## src/rtl/sram_sweep_ctrl.sv

```systemverilog
// Raster sweep sequencer for the parallel frame SRAM: issues NLANE-wide read beats plus a
// clamped right-neighbour address, and replays each beat as a write-back PIPE_LAT cycles later.
module sram_sweep_ctrl #(
    parameter int COLS     = 80,
    parameter int ROWS     = 60,
    parameter int AW       = 13,
    parameter int NLANE    = 5,
    parameter int PIPE_LAT = 2
) (
    input  logic                      i_clk,
    input  logic                      i_rst,
    input  logic                      i_start,
    input  logic [7:0]                i_num_iter,
    input  logic                      i_abort,
    input  logic                      i_stall,
    output logic [(NLANE+1)*AW-1:0]   o_rd_addr,
    output logic                      o_rd_valid,
    output logic [NLANE-1:0]          o_wr_en,
    output logic [NLANE*AW-1:0]       o_wr_addr,
    output logic                      o_busy,
    output logic                      o_done,
    output logic [7:0]                o_iter
);

    localparam int NPIX = COLS * ROWS;
    localparam int DW   = (PIPE_LAT > 1) ? $clog2(PIPE_LAT) : 1;
    localparam logic [AW-1:0] LAST_BASE  = AW'(NPIX - NLANE);
    localparam logic [AW-1:0] MAX_ADDR   = AW'(NPIX - 1);
    localparam logic [DW-1:0] DRAIN_LAST = DW'(PIPE_LAT - 1);

    generate
        if (COLS % NLANE != 0) begin : g_bad_nlane
            $error("sram_sweep_ctrl: COLS must be a multiple of NLANE");
        end
        if (PIPE_LAT < 1) begin : g_bad_lat
            $error("sram_sweep_ctrl: PIPE_LAT must be at least 1");
        end
    endgenerate

    typedef enum logic [1:0] {
        S_IDLE  = 2'd0,
        S_SWEEP = 2'd1,
        S_DRAIN = 2'd2,
        S_DONE  = 2'd3
    } state_t;

    state_t          r_state;
    state_t          w_state_nxt;
    logic [AW-1:0]   r_base;
    logic [7:0]      r_iter;
    logic [7:0]      r_num_iter;
    logic [DW-1:0]   r_dcnt;
    logic            r_pv    [PIPE_LAT];
    logic [AW-1:0]   r_pbase [PIPE_LAT];

    logic w_run, w_hold, w_issue, w_flush, w_accept;
    logic w_last_beat, w_drain_end, w_more, w_wr_go;
    logic [AW-1:0] w_nbr;

    assign w_run       = (r_state == S_SWEEP) || (r_state == S_DRAIN);
    assign w_hold      = w_run && i_stall;
    assign w_flush     = i_abort && (r_state != S_IDLE);
    assign w_accept    = (r_state == S_IDLE) && i_start;
    assign w_issue     = (r_state == S_SWEEP) && !i_stall && !i_abort;
    assign w_last_beat = w_issue && (r_base == LAST_BASE);
    assign w_drain_end = (r_state == S_DRAIN) && !i_stall && !i_abort && (r_dcnt == DRAIN_LAST);
    assign w_more      = ({1'b0, r_iter} + 9'd1) < {1'b0, r_num_iter};
    assign w_wr_go     = r_pv[PIPE_LAT-1] && !w_hold;
    assign w_nbr       = (r_base + AW'(NLANE) > MAX_ADDR) ? MAX_ADDR : r_base + AW'(NLANE);

    always_ff @(posedge i_clk or posedge i_rst) begin
        if (i_rst) r_state <= S_IDLE;
        else       r_state <= w_state_nxt;
    end

    // Abort overrides every other transition, including the last-beat and drain-end ones.
    always_comb begin
        w_state_nxt = r_state;
        case (r_state)
            S_IDLE:  if (i_start) w_state_nxt = (i_num_iter != 8'd0) ? S_SWEEP : S_DONE;
            S_SWEEP: if (w_last_beat) w_state_nxt = S_DRAIN;
            S_DRAIN: if (w_drain_end) w_state_nxt = w_more ? S_SWEEP : S_DONE;
            S_DONE:  w_state_nxt = S_IDLE;
            default: w_state_nxt = S_IDLE;
        endcase
        if (w_flush) w_state_nxt = S_IDLE;
    end

    always_ff @(posedge i_clk or posedge i_rst) begin
        if (i_rst) begin
            r_base     <= '0;
            r_iter     <= '0;
            r_num_iter <= '0;
            r_dcnt     <= '0;
        end else begin
            if (w_accept) begin
                r_base     <= '0;
                r_iter     <= '0;
                r_num_iter <= i_num_iter;
            end else if (w_issue) begin
                r_base <= r_base + AW'(NLANE);
            end else if (w_drain_end) begin
                r_base <= '0;
                r_iter <= r_iter + 8'd1;
            end
            if (r_state == S_SWEEP)
                r_dcnt <= '0;
            else if ((r_state == S_DRAIN) && !i_stall)
                r_dcnt <= r_dcnt + DW'(1);
        end
    end

    // Write-back pipe stores only the beat base; lane offsets are re-added on the way out.
    always_ff @(posedge i_clk or posedge i_rst) begin
        if (i_rst) begin
            for (int i = 0; i < PIPE_LAT; i++) begin
                r_pv[i]    <= 1'b0;
                r_pbase[i] <= '0;
            end
        end else if (w_flush) begin
            for (int i = 0; i < PIPE_LAT; i++) begin
                r_pv[i]    <= 1'b0;
                r_pbase[i] <= '0;
            end
        end else if (!w_hold) begin
            r_pv[0]    <= w_issue;
            r_pbase[0] <= r_base;
            for (int i = 1; i < PIPE_LAT; i++) begin
                r_pv[i]    <= r_pv[i-1];
                r_pbase[i] <= r_pbase[i-1];
            end
        end
    end

    always_comb begin
        o_rd_addr = '0;
        o_wr_addr = '0;
        if (w_issue) begin
            for (int k = 0; k < NLANE; k++)
                o_rd_addr[k*AW +: AW] = r_base + AW'(k);
            o_rd_addr[NLANE*AW +: AW] = w_nbr;
        end
        if (w_wr_go) begin
            for (int k = 0; k < NLANE; k++)
                o_wr_addr[k*AW +: AW] = r_pbase[PIPE_LAT-1] + AW'(k);
        end
    end

    assign o_rd_valid = w_issue;
    assign o_wr_en    = {NLANE{w_wr_go}};
    assign o_busy     = (r_state != S_IDLE);
    assign o_done     = (r_state == S_DONE);
    assign o_iter     = r_iter;

endmodule

```

## config.mk

```make
export PLATFORM = sky130hd
export DESIGN_NAME = sram_sweep_ctrl
export DESIGN_NICKNAME = d
export VERILOG_FILES = /design/src/rtl/sram_sweep_ctrl.sv
export SDC_FILE = /design/constraint.sdc
export NUM_CORES = 1
export LEC_CHECK = 0
export BUFFER_PORTS_ARGS = -buffer_cell sky130_fd_sc_hd__buf_2
export CAP_MARGIN = 20
export CELL_PAD_IN_SITES_DETAIL_PLACEMENT = 0
export CELL_PAD_IN_SITES_GLOBAL_PLACEMENT = 1
export CORE_MARGIN = 2
export CORE_UTILIZATION = 37
export CTS_BUF_LIST = sky130_fd_sc_hd__clkbuf_16
export DETAILED_ROUTE_END_ITERATION = 8
export PLACE_DENSITY_LB_ADDON = 0.1
export SYNTH_ARGS = -nofsm -noshare
export SYNTH_HDL_FRONTEND = slang
export SYNTH_SLANG_ARGS = --single-unit
```

## constraint.sdc

```tcl
create_clock -name i_clk -period 2.9 [get_ports i_clk]
set_input_delay 0 -clock i_clk [delete_from_list [all_inputs] [get_ports i_clk]]
set_output_delay 0 -clock i_clk [all_outputs]
set_load 0.1 [all_outputs]
```

==> impl_metrics.json, run 1 <==
{
  "synth.area.top_cells": "dfrtp_1 (27%), nand2_1 (7.7%), nor2_1 (7.2%)",
  "final_area_um2": 8183,
  "rows": 44,
  "detail_route.vias_per_cell": 5.250,
  "clockBufferDepth": 2,
  "fmax_mhz": 362.0,
  "synth.most_common_cell": "nand2_1",
  "dp_slack_ns": 0.1086,
  "power.leakage_nw": 3.521,
  "ff2ff_path_depth": 8,
  "yosysSeqAreaShare_pct": 27.49,
  "clock_power_share_pct": 22.1,
  "port-buffer-count": 171,
  "grt_use_met2_pct": 37.87,
  "setup_viol": 0,
  "cts.reportedPaths.clkPinSlew_ns": 0.05,
  "multi_input_area_um2": 3696,
  "placed_area_um2": 7667,
  "synth_cell_type_count": 51,
  "cts.sinks": 60,
  "tightest_slew_ns": 0.6115,
  "r2r_end": "r_state[1]",
  "grt.met3_usage_pct": 3.166,
  "p_int_mw": 2.374,
  "hp-class": "in2reg",
  "synthTopCellsByCount": "nand2_1 (112), nor2_1 (105), a21oi_1 (70)",
  "status": "completed",
  "hold_viol": 0,
  "vias": 5848,
  "ant_nets": 0,
  "combPwrFrac_pct": 54.6,
  "grt_pass1_wl_um": 29550,
  "timing.rr.start": "r_base[1]",
  "critPathLaunchType": "register",
  "async_reset_ff_share_pct": 100.0,
  "totalWireLength_um": 18390,
  "grt.overflow.total": 0,
  "routedWlPerCell_um": 16.51,
  "dp_hpwl_um": 13980,
  "whs_ns": 0.08569,
  "firstDrtPassIters": 6,
  "syn2layout_area_growth_pct": 49.79,
  "core_area_um2": 14480,
  "max_cap_violations": 0,
  "min_from": "i_start",
  "synthFlopType": "dfrtp_1",
  "initial_core_util_pct": 37.73,
  "die_h_um": 125.5,
  "diodes": 0,
  "synth_top_area_share_pct": 27.49,
  "syn_inst": 764,
  "period_minus_slack_ns": 2.763,
  "drive_above_1_share_pct": 30.11,
  "syn_area_per_cell_um2": 7.150,
  "slew_headroom_pct": 58.92,
  "finalClockSkew_ns": 0.01078,
  "nFillCells": 1335,
  "grt.met1_usage_pct": 30.68,
  "worst-endpoint-required_ns": 2.90,
  "cts_tree": "built",
  "crit_path_end_kind": "output pin",
  "ff_latch_area_um2": 1503,
  "switchingPower_mw": 2.353,
  "path_class": "reg2out",
  "drt_iter0_markers": 370,
  "worstPathArrival_ns": 2.76,
  "nets": 963,
  "grt_pass1_vias": 5618,
  "syn_area_um2": 5463,
  "numCtsBuffers": 9,
  "drc_errors": 0,
  "synth-edff-count": 0,
  "vdd.ir_drop.worst_uv": 378.9,
  "ctsHtreeMaxLevel": 3,
  "sequentialPowerShare_pct": 23.3,
  "period_share_pct": 95.27,
  "synth_seq_cells": 60,
  "path_max_fanout": 6,
  "antenna_found_initial": 0,
  "gp_congestion": 0.9121,
  "syn_nets": 802,
  "min_to": "r_num_iter[0]",
  "yosys.area.top_type": "dfrtp_1",
  "powerDensity_nw_per_um2": 577.6,
  "ios": 172,
  "clockRootBuffer": "clkbuf_16",
  "hold_depth": 4,
  "grt_setup_unrepaired": "false",
  "dieArea_um2": 15750,
  "fin_ws_ns": 0.1372,
  "p_sw_share_pct": 49.78,
  "dieWidth_um": 125.5,
  "yosys_warnings": 0,
  "r2r_setup_slack_ns": 0.48,
  "grtUsageTotal_pct": 23.01,
  "grt_max_degree": 58,
  "drv_slew": 0,
  "busiest_layer": "met2",
  "clk_latency_ns": 0.33
}
registers in the layout, summed over array words and instances (netlist names):
name / flops
r_pv: 2
o_iter: 8
r_num_iter: 8
r_dcnt: 1
r_base: 13
r_pbase: 26
r_state: 2
power by group through the flow:
stage | clock network, mW | logic [mW] | registers, mW
global placement | 0 | 2.48 | 1.11
CTS | 1.06 | 2.56 | 1.10
floorplan | 0 | 1.82 | 1.09
global route | 1.10 | 2.77 | 1.12
detailed placement | 0 | 2.50 | 1.12
finish | 1.04 | 2.58 | 1.10
how the worst max path moves through the flow:
| stage | from | end | slack [ns] | cells after the start |
|---|---|---|---|---|
| after global routing | r_base[2] | o_rd_addr[67] | 0.008 | 11 |
| after detailed placement | r_base[2] | o_rd_addr[71] | 0.11 | 10 |
| after global placement | r_base[2] | o_rd_addr[73] | 0.22 | 10 |
| final | r_base[2] | o_rd_addr[73] | 0.14 | 10 |
| after floorplan | r_base[2] | o_rd_addr[65] | -0.62 | 9 |
| after CTS | r_base[4] | o_rd_addr[67] | 0.02 | 9 |
final cells by class:
type | count | area share (%)
Clock buffer | 9 | 2.752
Clock inverter | 7 | 0.8257
Inverter | 24 | 1.101
Multi-Input combinational cell | 604 | 45.17
Sequential cell | 60 | 18.36
Tap cell | 184 | 2.813
Timing Repair Buffer | 226 | 28.98
through the flow:
stage,instances,utilization (%),power (mW),setup TNS [ns]
2_1_floorplan,764,-,2.911,-3.119
3_3_place_gp,1083,52.96,3.588,0
3_5_place_dp,1083,52.96,3.617,0
4_1_cts,1111,55.96,4.722,0
5_1_grt,1114,56.52,5.001,0
6_report,1114,56.52,4.727,0
logic make-up (layout without fill, tap and decap cells):
logic type,count (synthesis),after routing,share of synthesized area (%)
muxes,1,1,0.1832
xor gates and xnor gates,77,77,12.35
AOI/OAI and AO/OA,154,154,15.87
adders and majority gates,25,25,5.726
buffers and inverters,100,266,8.498
and+or+nand+nor,347,347,29.89
DFF,60,60,27.49
cell usage in the layout, fill, tap and decap left out, types with 35 or more instances in the layout:
cell type,instances
dfrtp_1,59
xnor2_1,35
nor2_1,97
xor2_1,41
nand2_1,110
a21oi_1,59
buf_12,71
buf_2,99
buf_4,45
o21ai_0,52
worst max-delay path: stages (launching register included):
cell	delay [ns]
dfrtp_1	0.42
buf_4	0.15
buf_4	0.16
a21oi_4	0.27
xnor2_2	0.18
o2111ai_2	0.18
or4_1	0.50
a31oi_1	0.17
buf_4	0.17
nor3_4	0.04
buf_6	0.19
per-layer routing:
layer | vias up | share of wire, %
met5 | - | 0
met4 | 0 | 2.8
met3 | 36 | 6.0
met2 | 233 | 47
met1 | 2712 | 44
li1 | 2867 | -
timing repair:
action	CTS	global route
hold buffers	9	0
pin swaps	2	5
gates resized for setup	7	13
setup endpoints to repair	10	14
hold endpoints to repair	68	0
setup buffers	3	3
Power figures use the tool's default switching activity.
==> inputs of run 2 (changes only) <==
- CORE_UTILIZATION: 37 -> 25
==> run 2 against run 1 <==
  * Clock-buffer cell count is the same
  * Final cell count grew 8.4%
  * Sequential share of layout area shrank 0.28 points
  * Sequential cell count is the same
  * Largest power group unchanged
  * First-iteration DRC count shrank 25%
  * Non-clock buffer count shrank 2
  * Critical path type unchanged
==> impl_metrics.json, run 2 (synthesized netlist as in run 1, its figures left out) <==
{
  "worst-endpoint-required_ns": 2.90,
  "cts_tree": "built",
  "ctsHtreeMaxLevel": 3,
  "powerDensity_nw_per_um2": 588.5,
  "worstPathArrival_ns": 2.79,
  "max_cap_violations": 0,
  "vdd.ir_drop.worst_uv": 307.6,
  "power.leakage_nw": 3.489,
  "p_total_mw": 4.923,
  "grt.overflow.total": 0,
  "dp_hpwl_um": 15970,
  "cts.sinks": 60,
  "grtUsageTotal_pct": 18.22,
  "ant_nets": 0,
  "cp_cell_sequence": "inv_4, ha_4, a21oi_4, buf_12, nor4b_1, o211ai_1, a31oi_1, o31ai_1, buf_4, a21oi_2, buf_12",
  "crit_top_cell": "buf_12",
  "core_area_um2": 21620,
  "whs_ns": 0.1030,
  "nFillCells": 2288,
  "path_max_fanout": 4,
  "critPathLaunchType": "register",
  "diodes": 0,
  "placed_area_um2": 7742,
  "clk_latency_ns": 0.33,
  "path_class": "reg2out",
  "cts.reportedPaths.clkPinSlew_ns": 0.05,
  "period_minus_slack_ns": 2.791,
  "hp-class": "in2reg",
  "antenna_found_initial": 0,
  "drt_iter0_markers": 277,
  "cpPeakStageDelay_ns": 0.45,
  "numCtsBuffers": 9,
  "largestRegisters": "r_pbase x26, r_base x13",
  "crit_path_end_kind": "output pin",
  "final_area_um2": 8364,
  "setup_viol": 0,
  "routedWlPerCell_um": 17.74,
  "grt_max_degree": 65,
  "dp_slack_ns": 0.1299,
  "hold_viol": 0,
  "totalWireLength_um": 21430,
  "gp_congestion": 0.8831,
  "fin_ws_ns": 0.1089,
  "layout_commonest_cell": "nand2_1",
  "vias": 5814,
  "dieArea_um2": 23050,
  "fmax_mhz": 358.3,
  "drc_errors": 0,
  "tightest_slew_ns": 0.5633,
  "path_delay_family": "compound AO/OA/AOI/OAI gates",
  "firstDrtPassIters": 4,
  "drv_slew": 0,
  "rows": 54,
  "status": "completed",
  "die_h_um": 151.8,
  "r2r_setup_slack_ns": 0.43,
  "grt_pass1_wl_um": 33830,
  "initial_core_util_pct": 25.27,
  "clockRootBuffer": "clkbuf_16",
  "final_cell_mix": "nand2_1 (110), nor2_1 (97), buf_2 (95)",
  "dieWidth_um": 151.8,
  "regMostFlops": "r_pbase",
  "slowest_stage": "dfrtp_2",
  "port-buffer-count": 171,
  "grt_pass1_vias": 5827,
  "fin_util_pct": 38.69,
  "period_share_pct": 96.25,
  "nets": 962,
  "slew_headroom_pct": 62.45,
  "clockBufferDepth": 2,
  "path_buf_inv": 4,
  "syn2layout_area_growth_pct": 53.11,
  "ios": 172,
  "largest_reg_flops": 26,
  "detail_route.vias_per_cell": 4.813,
  "drive_above_1_share_pct": 30.93,
  "finalClockSkew_ns": 0.008966
}
==> run 2: changes by cell type in the layout (fill, tap and decap cells not counted), moves of 3 or more <==
cell | previous run | this run
ha_4 | 0 | 4
buf_4 | 45 | 41
ha_2 | 3 | 0
clkbuf_4 | 0 | 5
dfrtp_2 | 1 | 9
buf_2 | 99 | 95
dfrtp_1 | 59 | 51
==> run 2: layout make-up <==
| class | count | area (µm²) | share of cell area [%] |
|---|---|---|---|
| Multi-Input combinational cell | 605 | 3725 | 44.53 |
| Timing Repair Buffer | 224 | 2379 | 28.44 |
| Sequential cell | 60 | 1513 | 18.09 |
| Tap cell | 280 | 350.3 | 4.188 |
| Clock buffer | 9 | 225.2 | 2.693 |
| Inverter | 24 | 92.59 | 1.107 |
| Clock inverter | 6 | 80.08 | 0.9574 |
==> run 2: what timing repair did <==
action | in CTS | in global routing
gates cloned | 1 | 0
pin swaps | 4 | 7
setup endpoints to repair | 10 | 16
hold buffers | 9 | 0
gates resized for setup | 14 | 26
hold endpoints to repair | 25 | 0
buffers inserted | 3 | 5
==> run 2: worst register-to-register path: stages (launching register included) <==
cell and delay, ns:
dfrtp_1 0.41, inv_1 0.09, ha_1 0.36, nor4bb_4 0.45
nand4_1 0.20, a311oi_1 0.52, o21ai_0 0.16, o221ai_1 0.10
a21oi_1 0.06
==> run 2: final timing paths <==
path                                from            end  cells after the start
min                              i_start      r_base[0]                      3
max in group asynchronous          i_rst      r_base[7]                      4
min in group asynchronous          i_rst  r_num_iter[7]                      3
min reg2reg                r_num_iter[0]  r_num_iter[0]                      2
max reg2reg                   r_state[1]     r_state[1]                      8
max                            r_base[2]  o_rd_addr[67]                     11
==> run 2: power breakdown <==
part,internal [mW],total (mW),switching [mW]
Combinational,0.764,2.68,1.91
Clock,0.739,1.12,0.378
Sequential,0.984,1.13,0.144
==> run 2: routing by layer <==
layer  track usage, %  vias to the layer above  routed length, µm
li1                 -                     2868                  -
met2            30.61                      181              10140
met5                0                        -                  0
met1            25.17                     2755              10250
met4            3.204                        0                150
met3            2.681                       10                899
==> run 2: metrics by stage <==
| step | setup TNS, ns | cells |
|---|---|---|
| after floorplan | -3.119 | 764 |
| after global placement | 0 | 1175 |
| after detailed placement | 0 | 1175 |
| after CTS | 0 | 1203 |
| after global routing | -0.05474 | 1208 |
| final | 0 | 1208 |
